<file path="config.mk">
export PLATFORM = sky130hd
export DESIGN_NAME = print_tx
export DESIGN_NICKNAME = d
export VERILOG_FILES = /design/src/rtl/print_tx.sv
export SDC_FILE = /design/constraint.sdc
export NUM_CORES = 1
export LEC_CHECK = 0
export ABC_AREA = 1
export CAP_MARGIN = 10
export CORE_MARGIN = 2
export CORE_UTILIZATION = 25
export CTS_BUF_LIST = sky130_fd_sc_hd__clkbuf_2 sky130_fd_sc_hd__clkbuf_4 sky130_fd_sc_hd__clkbuf_8
export CTS_CLUSTER_DIAMETER = 200
export DETAILED_ROUTE_END_ITERATION = 8
export PLACE_DENSITY_LB_ADDON = 0.2
export SLEW_MARGIN = 15
export SYNTH_ARGS = -nofsm -noshare
export SYNTH_HDL_FRONTEND = slang
export SYNTH_SLANG_ARGS = --single-unit
</file>
<file path="constraint.sdc">
create_clock -name clk -period 2 [get_ports clk]
set_input_delay 0.4 -clock clk [delete_from_list [all_inputs] [get_ports clk]]
set_output_delay 0.4 -clock clk [all_outputs]
set_load 0.005 [all_outputs]
</file>
<file path="src/rtl/print_tx.sv">
// rtl/print_tx.sv - transmit-side formatter: one character or 8 hex digits to the UART
// Serialises a captured request over a valid/ready stream and acknowledges completion once.
module print_tx #(
  parameter bit         HEX_UPPER = 1'b1,
  parameter bit         TERM_EN   = 1'b1,
  parameter logic [7:0] TERM_CHAR = 8'h20
) (
  input  logic        clk,
  input  logic        rst,
  output logic [7:0]  d_tx,
  output logic        vld_tx,
  input  logic        rdy_tx,
  input  logic        type_tx,
  input  logic        req_tx,
  input  logic [31:0] dout_tx,
  output logic        ack_tx,
  output logic        busy
);

  typedef enum logic [1:0] {IDLE, SEND, DONE, HOLD} state_t;

  state_t      state;
  logic [3:0]  cnt;
  logic [27:0] data;

  function automatic logic [7:0] hex_char(input logic [3:0] n);
    if (n < 4'd10)
      return 8'h30 + {4'h0, n};
    else
      return (HEX_UPPER ? 8'h37 : 8'h57) + {4'h0, n};
  endfunction

  // The top nibble is encoded straight from dout_tx at acceptance, so only
  // the remaining 28 bits are kept and shifted up one nibble per transfer.
  always_ff @(posedge clk or negedge rst) begin
    if (!rst) begin
      state  <= IDLE;
      d_tx   <= 8'h00;
      vld_tx <= 1'b0;
      ack_tx <= 1'b0;
      busy   <= 1'b0;
      cnt    <= 4'd0;
      data   <= 28'd0;
    end else begin
      case (state)
        IDLE: begin
          if (req_tx) begin
            data   <= dout_tx[27:0];
            cnt    <= type_tx ? (TERM_EN ? 4'd8 : 4'd7) : 4'd0;
            d_tx   <= type_tx ? hex_char(dout_tx[31:28]) : dout_tx[7:0];
            vld_tx <= 1'b1;
            busy   <= 1'b1;
            state  <= SEND;
          end
        end
        SEND: begin
          if (rdy_tx) begin
            if (cnt == 4'd0) begin
              vld_tx <= 1'b0;
              ack_tx <= 1'b1;
              state  <= DONE;
            end else begin
              cnt <= cnt - 4'd1;
              if (TERM_EN && cnt == 4'd1) begin
                d_tx <= TERM_CHAR;
              end else begin
                d_tx <= hex_char(data[27:24]);
                data <= {data[23:0], 4'h0};
              end
            end
          end
        end
        DONE: begin
          ack_tx <= 1'b0;
          state  <= HOLD;
        end
        HOLD: begin
          // A level request must drop before another one is taken.
          if (!req_tx) begin
            busy  <= 1'b0;
            state <= IDLE;
          end
        end
        default: state <= IDLE;
      endcase
    end
  end

endmodule

</file>
==> results.cfg, run 1 <==
[synthesis]
syn-instance-count = 380
synth_largest_type_area_fraction_pct = 42.8
postSynthRegisterBits = 45
synth_top_cell_by_area = sky130_fd_sc_hd__dfrtp_1
synth_cell_area_sq_um = 2630
synth_nets = 426
ys.warnings.count = 0
seq_total_area_yosys_pct = 42.8
synthesis.area_per_instance_sq_um = 6.92
leading_post_synthesis_cells_by_cell_area = sky130_fd_sc_hd__dfrtp_1 (43%), sky130_fd_sc_hd__nand2_1 (27%), sky130_fd_sc_hd__nand3_1 (9.7%)
netlist-cell-type-count = 24

[pwr]
seqPwrFrac_pct = 31.5
report.power.total_mw = 5.06
pwr_density_nw_per_um2 = 1490
switching_share_pct = 44.8
p_leak_nw = 1.78
comb_power_share_pct = 54.2
power.ir.vdd_worst_uv = 767
switching_power_mw = 2.27
internal_power_mw = 2.80
clkPwrFrac_pct = 14.3

[sta]
fin_setup_tns_ns = 0
worst_rel_slew_slack_pct = 65.9
timing.final.setup_violations = 0
tightest_slew_ns = 0.512
fmaxAchievable_mhz = 546
timing_hold_violations_final = 0
timing.final.crit_share_pct = 91.6
rsz0062_at_grt = false
timing.final.ws_setup_ns = 0.167
final_count_of_pins_violating_max_slew = 0
final.setup_skew_ns = 0.00621
min_period_ns = 1.83

[floorplanning]
start_util_pct = 25.6
fp.coreArea_sq_um = 10300
design.portCount = 48
std_cell_rows = 37
die_area_sq_um = 11400
die_h_microns = 107
floorplan.die.width_microns = 107

[worst_hold_path]
worst_hold_path_type = input port to asynchronous set/reset pin

[placement]
post-place-ws_ns = 0.0828
place_hpwl_microns = 4960
gp_congestion = 0.807
post-place-cells = 559
port_buffers = 47

[clock_network]
postCtsSetupBuffers = 0
cts.repair.resized = 0
cts.hold.buffers_added = 0
clock_slew_at_reported_path_ffs_ns = 0.09
root_buffer = sky130_fd_sc_hd__clkbuf_8
cts_tree = built
clock_path_buffers = 2
inserted_clock_buffers = 5
clock_sinks = 45
clk-insertion-delay-late_ns = 0.30
htree_levels = 2

[cells_and_area]
fin_cells = 567
drive_above_1_share_pct = 6.73
number_of_fillers_in_the_final_layout = 1138
final_nets = 476
num_antenna_cells = 0
layout-area-overhead-vs-synth_pct = 29.2

[route]
detail_route.wirelength_microns = 6870
drc = 0
routed_via_density = 4.34
detail_route.iter0.violations = 109
dr_total_vias = 2460
route.antenna.remaining_nets = 0
drtPass1Iterations = 6
routedWlPerCell_microns = 12.1

[global_routing]
grt_antenna_before_repair = 0
grt_pass1_vias = 2444
grt_usage_pct = 12.7
maximum_number_of_pins_on_one_net_before_global_route_repair = 29
overflow = 0
grt_first_pass_wirelength_microns = 11700

[worst_setup_path]
worst-endpoint-arrival_ns = 2.01
setup.worst_path.end_class = flop
critical_path.max_fanout = 19
critPathLaunchType = flop
criticalPathCategory = flop to flop
worst-endpoint-required_ns = 2.18
reg2reg_slack_ns = 0.17

[status]
status = completed

[run]
max_cap_viol_count = 0
-- power by group through the flow --
stage	combinational (mW)	sequential [mW]	clock, mW
2_1_floorplan	1.96	1.57	0
3_3_place_gp	2.67	1.61	0
3_5_place_dp	2.71	1.61	0
4_1_cts	2.72	1.59	0.743
5_1_grt	3.17	1.65	0.781
6_report	2.74	1.60	0.722
-- cells by family after synthesis --
group                    share of synthesized area [%]
buffers and inverters                             7.47
AO/OA/AOI/OAI                                     4.38
XOR/XNOR                                         0.333
AND/OR/NAND/NOR                                   40.8
adder cells (fa/ha/maj)                           4.28
flip-flops                                        42.8
-- worst max-delay path: stages (launching register included) --
cell and delay, ns:
sky130_fd_sc_hd__dfrtp_1 0.43, sky130_fd_sc_hd__inv_1 0.12, sky130_fd_sc_hd__ha_2 0.24, sky130_fd_sc_hd__clkinv_4 0.16, sky130_fd_sc_hd__or2_4 0.27, sky130_fd_sc_hd__nand2_2 0.10, sky130_fd_sc_hd__a21oi_4 0.07, sky130_fd_sc_hd__buf_4 0.19
sky130_fd_sc_hd__nand3_1 0.06, sky130_fd_sc_hd__o21ai_0 0.07
-- registers in the layout, summed over array words and instances (netlist names) --
| name | flops |
|---|---|
| data | 28 |
| d_tx | 8 |
| cnt | 4 |
| state | 2 |
| ack_tx | 1 |
| busy | 1 |
| vld_tx | 1 |
-- layout by cell type (no fill, tap or decap), types with 2 or more instances in the layout --
master                            instances
sky130_fd_sc_hd__inv_1                   25
sky130_fd_sc_hd__ha_1                     8
sky130_fd_sc_hd__clkdlybuf4s50_1         46
sky130_fd_sc_hd__clkbuf_8                 5
sky130_fd_sc_hd__buf_4                    9
sky130_fd_sc_hd__nand4_1                  2
sky130_fd_sc_hd__nor2_1                  12
sky130_fd_sc_hd__inv_2                    2
sky130_fd_sc_hd__nand2_2                  2
sky130_fd_sc_hd__nand2_1                191
sky130_fd_sc_hd__o21ai_0                 16
sky130_fd_sc_hd__nand3_1                 51
sky130_fd_sc_hd__dfrtp_1                 45
sky130_fd_sc_hd__buf_6                    2
sky130_fd_sc_hd__clkinv_4                 2
-- synth_stat cells --
library cell / count
sky130_fd_sc_hd__a21oi_4: 1
sky130_fd_sc_hd__buf_2: 2
sky130_fd_sc_hd__buf_4: 4
sky130_fd_sc_hd__buf_6: 2
sky130_fd_sc_hd__clkbuf_1: 7
sky130_fd_sc_hd__dfrtp_1: 45
sky130_fd_sc_hd__ha_1: 9
sky130_fd_sc_hd__inv_1: 25
sky130_fd_sc_hd__inv_2: 2
sky130_fd_sc_hd__inv_4: 1
sky130_fd_sc_hd__nand2_1: 192
sky130_fd_sc_hd__nand2_2: 1
sky130_fd_sc_hd__nand2_4: 1
sky130_fd_sc_hd__nand3_1: 51
sky130_fd_sc_hd__nand4_1: 2
sky130_fd_sc_hd__nor2_1: 12
sky130_fd_sc_hd__nor3_1: 1
sky130_fd_sc_hd__nor3b_1: 1
sky130_fd_sc_hd__o21ai_0: 16
sky130_fd_sc_hd__o21ai_1: 1
sky130_fd_sc_hd__o21bai_1: 1
sky130_fd_sc_hd__o22ai_1: 1
sky130_fd_sc_hd__or2_4: 1
sky130_fd_sc_hd__xor2_1: 1
-- worst paths after layout --
check | startpoint | end | cells after the start
max | state[1] | cnt[2] | 9
max reg2reg | state[1] | cnt[2] | 9
min | rst | d_tx[7] | 1
min reg2reg | data[23] | data[23] | 2
min in group clk | data[23] | data[23] | 2
max in group asynchronous | rst | cnt[2] | 2
-- through the flow --
stage               cell area (sq um)  util [%]  hold slack, ns
finish                           3400      33.1          0.0591
global route                     3400      33.1          0.0899
CTS                              3380      32.8          0.0742
detailed placement               3260      31.7           0.406
global placement                 3260      31.7           0.400
floorplan                        2630         -           0.104
-- metal layers --
metal | up-vias | share of wire, % | track usage (%)
li1 | 1287 | - | -
met1 | 1129 | 51 | 17.5
met2 | 38 | 44 | 20.5
met3 | 6 | 3.0 | 2.07
met4 | 0 | 1.5 | 3.99
met5 | - | 0 | 0
-- layout make-up --
type	instances	area (sq um)	share of cell area [%]
multi-input combinational	292	1320	38.9
tap	136	170	5.01
clock inverter	2	38.8	1.14
inverter	28	110	3.24
clock buffer	6	76.3	2.25
timing repair buffer	58	556	16.3
sequential	45	1130	33.1
Power figures use the tool's default switching activity.
==> inputs of run 2 (changes only) <==
--- a/config.mk
+++ b/config.mk
@@ -10,9 +10,10 @@
 export CORE_MARGIN = 2
 export CORE_UTILIZATION = 25
 export CTS_BUF_LIST = sky130_fd_sc_hd__clkbuf_2 sky130_fd_sc_hd__clkbuf_4 sky130_fd_sc_hd__clkbuf_8
-export CTS_CLUSTER_DIAMETER = 200
+export CTS_CLUSTER_DIAMETER = 120
 export DETAILED_ROUTE_END_ITERATION = 8
 export PLACE_DENSITY_LB_ADDON = 0.2
+export SKIP_LAST_GASP = 1
 export SLEW_MARGIN = 15
 export SYNTH_ARGS = -nofsm -noshare
 export SYNTH_HDL_FRONTEND = slang
==> constraint.sdc (replaced) <==
create_clock -name clk -period 1.8 [get_ports clk]
set_input_delay 0.36 -clock clk [delete_from_list [all_inputs] [get_ports clk]]
set_output_delay 0.36 -clock clk [all_outputs]
set_load 0.005 [all_outputs]
==> results.cfg, run 2 (same netlist as run 1, synthesis figures left out) <==
[status]
status = completed

[cells_and_area]
layout_common_cells = sky130_fd_sc_hd__nand2_1 (190), sky130_fd_sc_hd__nand3_1 (51), sky130_fd_sc_hd__clkdlybuf4s50_1 (46), sky130_fd_sc_hd__dfrtp_1 (44), sky130_fd_sc_hd__inv_1 (23)
regMostFlops = data
number_of_fillers_in_the_final_layout = 1108
layout-area-overhead-vs-synth_pct = 34.3
drive_above_1_share_pct = 10.4
num_antenna_cells = 0
final_nets = 487
biggestRegsByFlops = data x28, d_tx x8, cnt x4
largest_register_ff_count = 28
mostFrequentLayoutCell = sky130_fd_sc_hd__nand2_1
layout.core_utilization_pct = 34.4

[placement]
port_buffers = 47
post-place-ws_ns = -0.0729
gp_congestion = 0.795
place_hpwl_microns = 4810

[worst_setup_path]
r2r_cells = 10
worst-endpoint-arrival_ns = 1.91
path_cells = inv_2 > ha_4 > inv_4 > or2_4 > nand2_2 > a21oi_4 > buf_4 > bufbuf_16 > nand3_1 > nand2_1
setup.worst_path.end_class = flop
critical_path.max_fanout = 14
critPathLaunchType = flop
slowest_stage = sky130_fd_sc_hd__dfrtp_1
worst-endpoint-required_ns = 2.01
criticalPathCategory = flop to flop
critical-path-max-stage-delay_ns = 0.40

[floorplanning]
die_h_microns = 107
die_area_sq_um = 11400
start_util_pct = 25.6
fp.coreArea_sq_um = 10300
std_cell_rows = 37
floorplan.die.width_microns = 107
design.portCount = 48

[sta]
min_period_ns = 1.70
timing_hold_violations_final = 0
fmaxAchievable_mhz = 587
timing.final.setup_violations = 0
rsz0062_at_grt = true
timing.final.ws_setup_ns = 0.0964
final.setup_skew_ns = 0.0102
worst_rel_slew_slack_pct = 71.4
fin_setup_tns_ns = 0
tightest_slew_ns = 0.426
final_count_of_pins_violating_max_slew = 0
timing.final.crit_share_pct = 94.6
timing.hold.ws_ns = 0.0194

[worst_hold_path]
worst_hold_path_type = input port to asynchronous set/reset pin

[global_routing]
grt_antenna_before_repair = 0
overflow = 0
grt_first_pass_wirelength_microns = 11800
grt_usage_pct = 13.0
grt_pass1_vias = 2455
maximum_number_of_pins_on_one_net_before_global_route_repair = 46

[clock_network]
cts_tree = built
clock_slew_at_reported_path_ffs_ns = 0.10
clk-insertion-delay-late_ns = 0.31
cts.hold.buffers_added = 0
clock_sinks = 45
inserted_clock_buffers = 5
root_buffer = sky130_fd_sc_hd__clkbuf_8
htree_levels = 2
clock_path_buffers = 2

[pwr]
report.power.total_mw = 5.87
p_leak_nw = 1.85
pwr_density_nw_per_um2 = 1660
seqPwrFrac_pct = 30.2
switching_power_mw = 2.62
internal_power_mw = 3.26
comb_power_share_pct = 58.0
switching_share_pct = 44.6
clkPwrFrac_pct = 11.8
power.ir.vdd_worst_uv = 575

[route]
dr_total_vias = 2517
routedWlPerCell_microns = 12.1
detail_route.iter0.violations = 109
routed_via_density = 4.35
drc = 0
drtPass1Iterations = 4
route.antenna.remaining_nets = 0
detail_route.wirelength_microns = 7010

[run]
max_cap_viol_count = 0
-- run 2: changes by cell type in the layout (fill, tap and decap cells not counted), moves of 2 or more --
| cell | change |
|---|---|
| sky130_fd_sc_hd__buf_4 | +9 |
| sky130_fd_sc_hd__buf_12 | +3 |
| sky130_fd_sc_hd__buf_6 | -2 |
| sky130_fd_sc_hd__clkinv_4 | -2 |
| sky130_fd_sc_hd__inv_1 | -2 |
| sky130_fd_sc_hd__inv_2 | +2 |
| sky130_fd_sc_hd__inv_6 | +2 |
-- run 2: repair_timing --
action | 4_1_cts | 5_1_grt
setup buffers | 2 | 3
gates cloned | 1 | 0
setup endpoints to repair | 28 | 40
gates resized for setup | 3 | 7
-- run 2: stage by stage --
stage / std cells / instance area (sq um)
after floorplan: 380 / 2630
after global placement: 564 / 3340
after detailed placement: 564 / 3340
after CTS: 575 / 3500
after global routing: 578 / 3530
final: 578 / 3530
-- run 2: power groups by stage --
stage | sequential [mW] | clock (mW) | combinational, mW
floorplan | 1.74 | 0 | 2.18
global placement | 1.78 | 0 | 3.08
detailed placement | 1.77 | 0 | 3.14
CTS | 1.77 | 0.724 | 3.41
global route | 1.83 | 0.765 | 3.94
finish | 1.77 | 0.695 | 3.41
-- run 2: final timing paths --
path,start,to,slack [ns]
max in group asynchronous,rst,state[0],1.55
max reg2reg,state[1],data[2],0.1
min reg2reg,data[13],data[13],0.48
min,rst,d_tx[6],0.02
max,state[1],data[2],0.1
min in group clk,data[13],data[13],0.48
-- run 2: layout make-up --
type	count	area [sq um]	area share, %
clock buffers	5	68.8	1.95
clock inverters	3	25.0	0.708
inverters	28	108	3.04
multi-input cells	292	1340	38.0
flip-flops and latches	45	1130	31.9
well taps	136	170	4.81
repair buffers	69	693	19.6
-- run 2: routing by layer --
layer	GRT usage [%]	up-vias	wire (microns)
met2	20.3	47	3160
li1	-	1311	-
met5	0	-	0
met3	2.13	8	243
met4	4.36	0	115
met1	18.2	1151	3490
-- run 2: critical path, delay by kind of cell, from the launching register on --
kind	cells	cell delay, ns
simple gates	4	0.45
fa+ha+maj	1	0.15
flops	1	0.40
buf+inv	4	0.58
compound gates	1	0.04
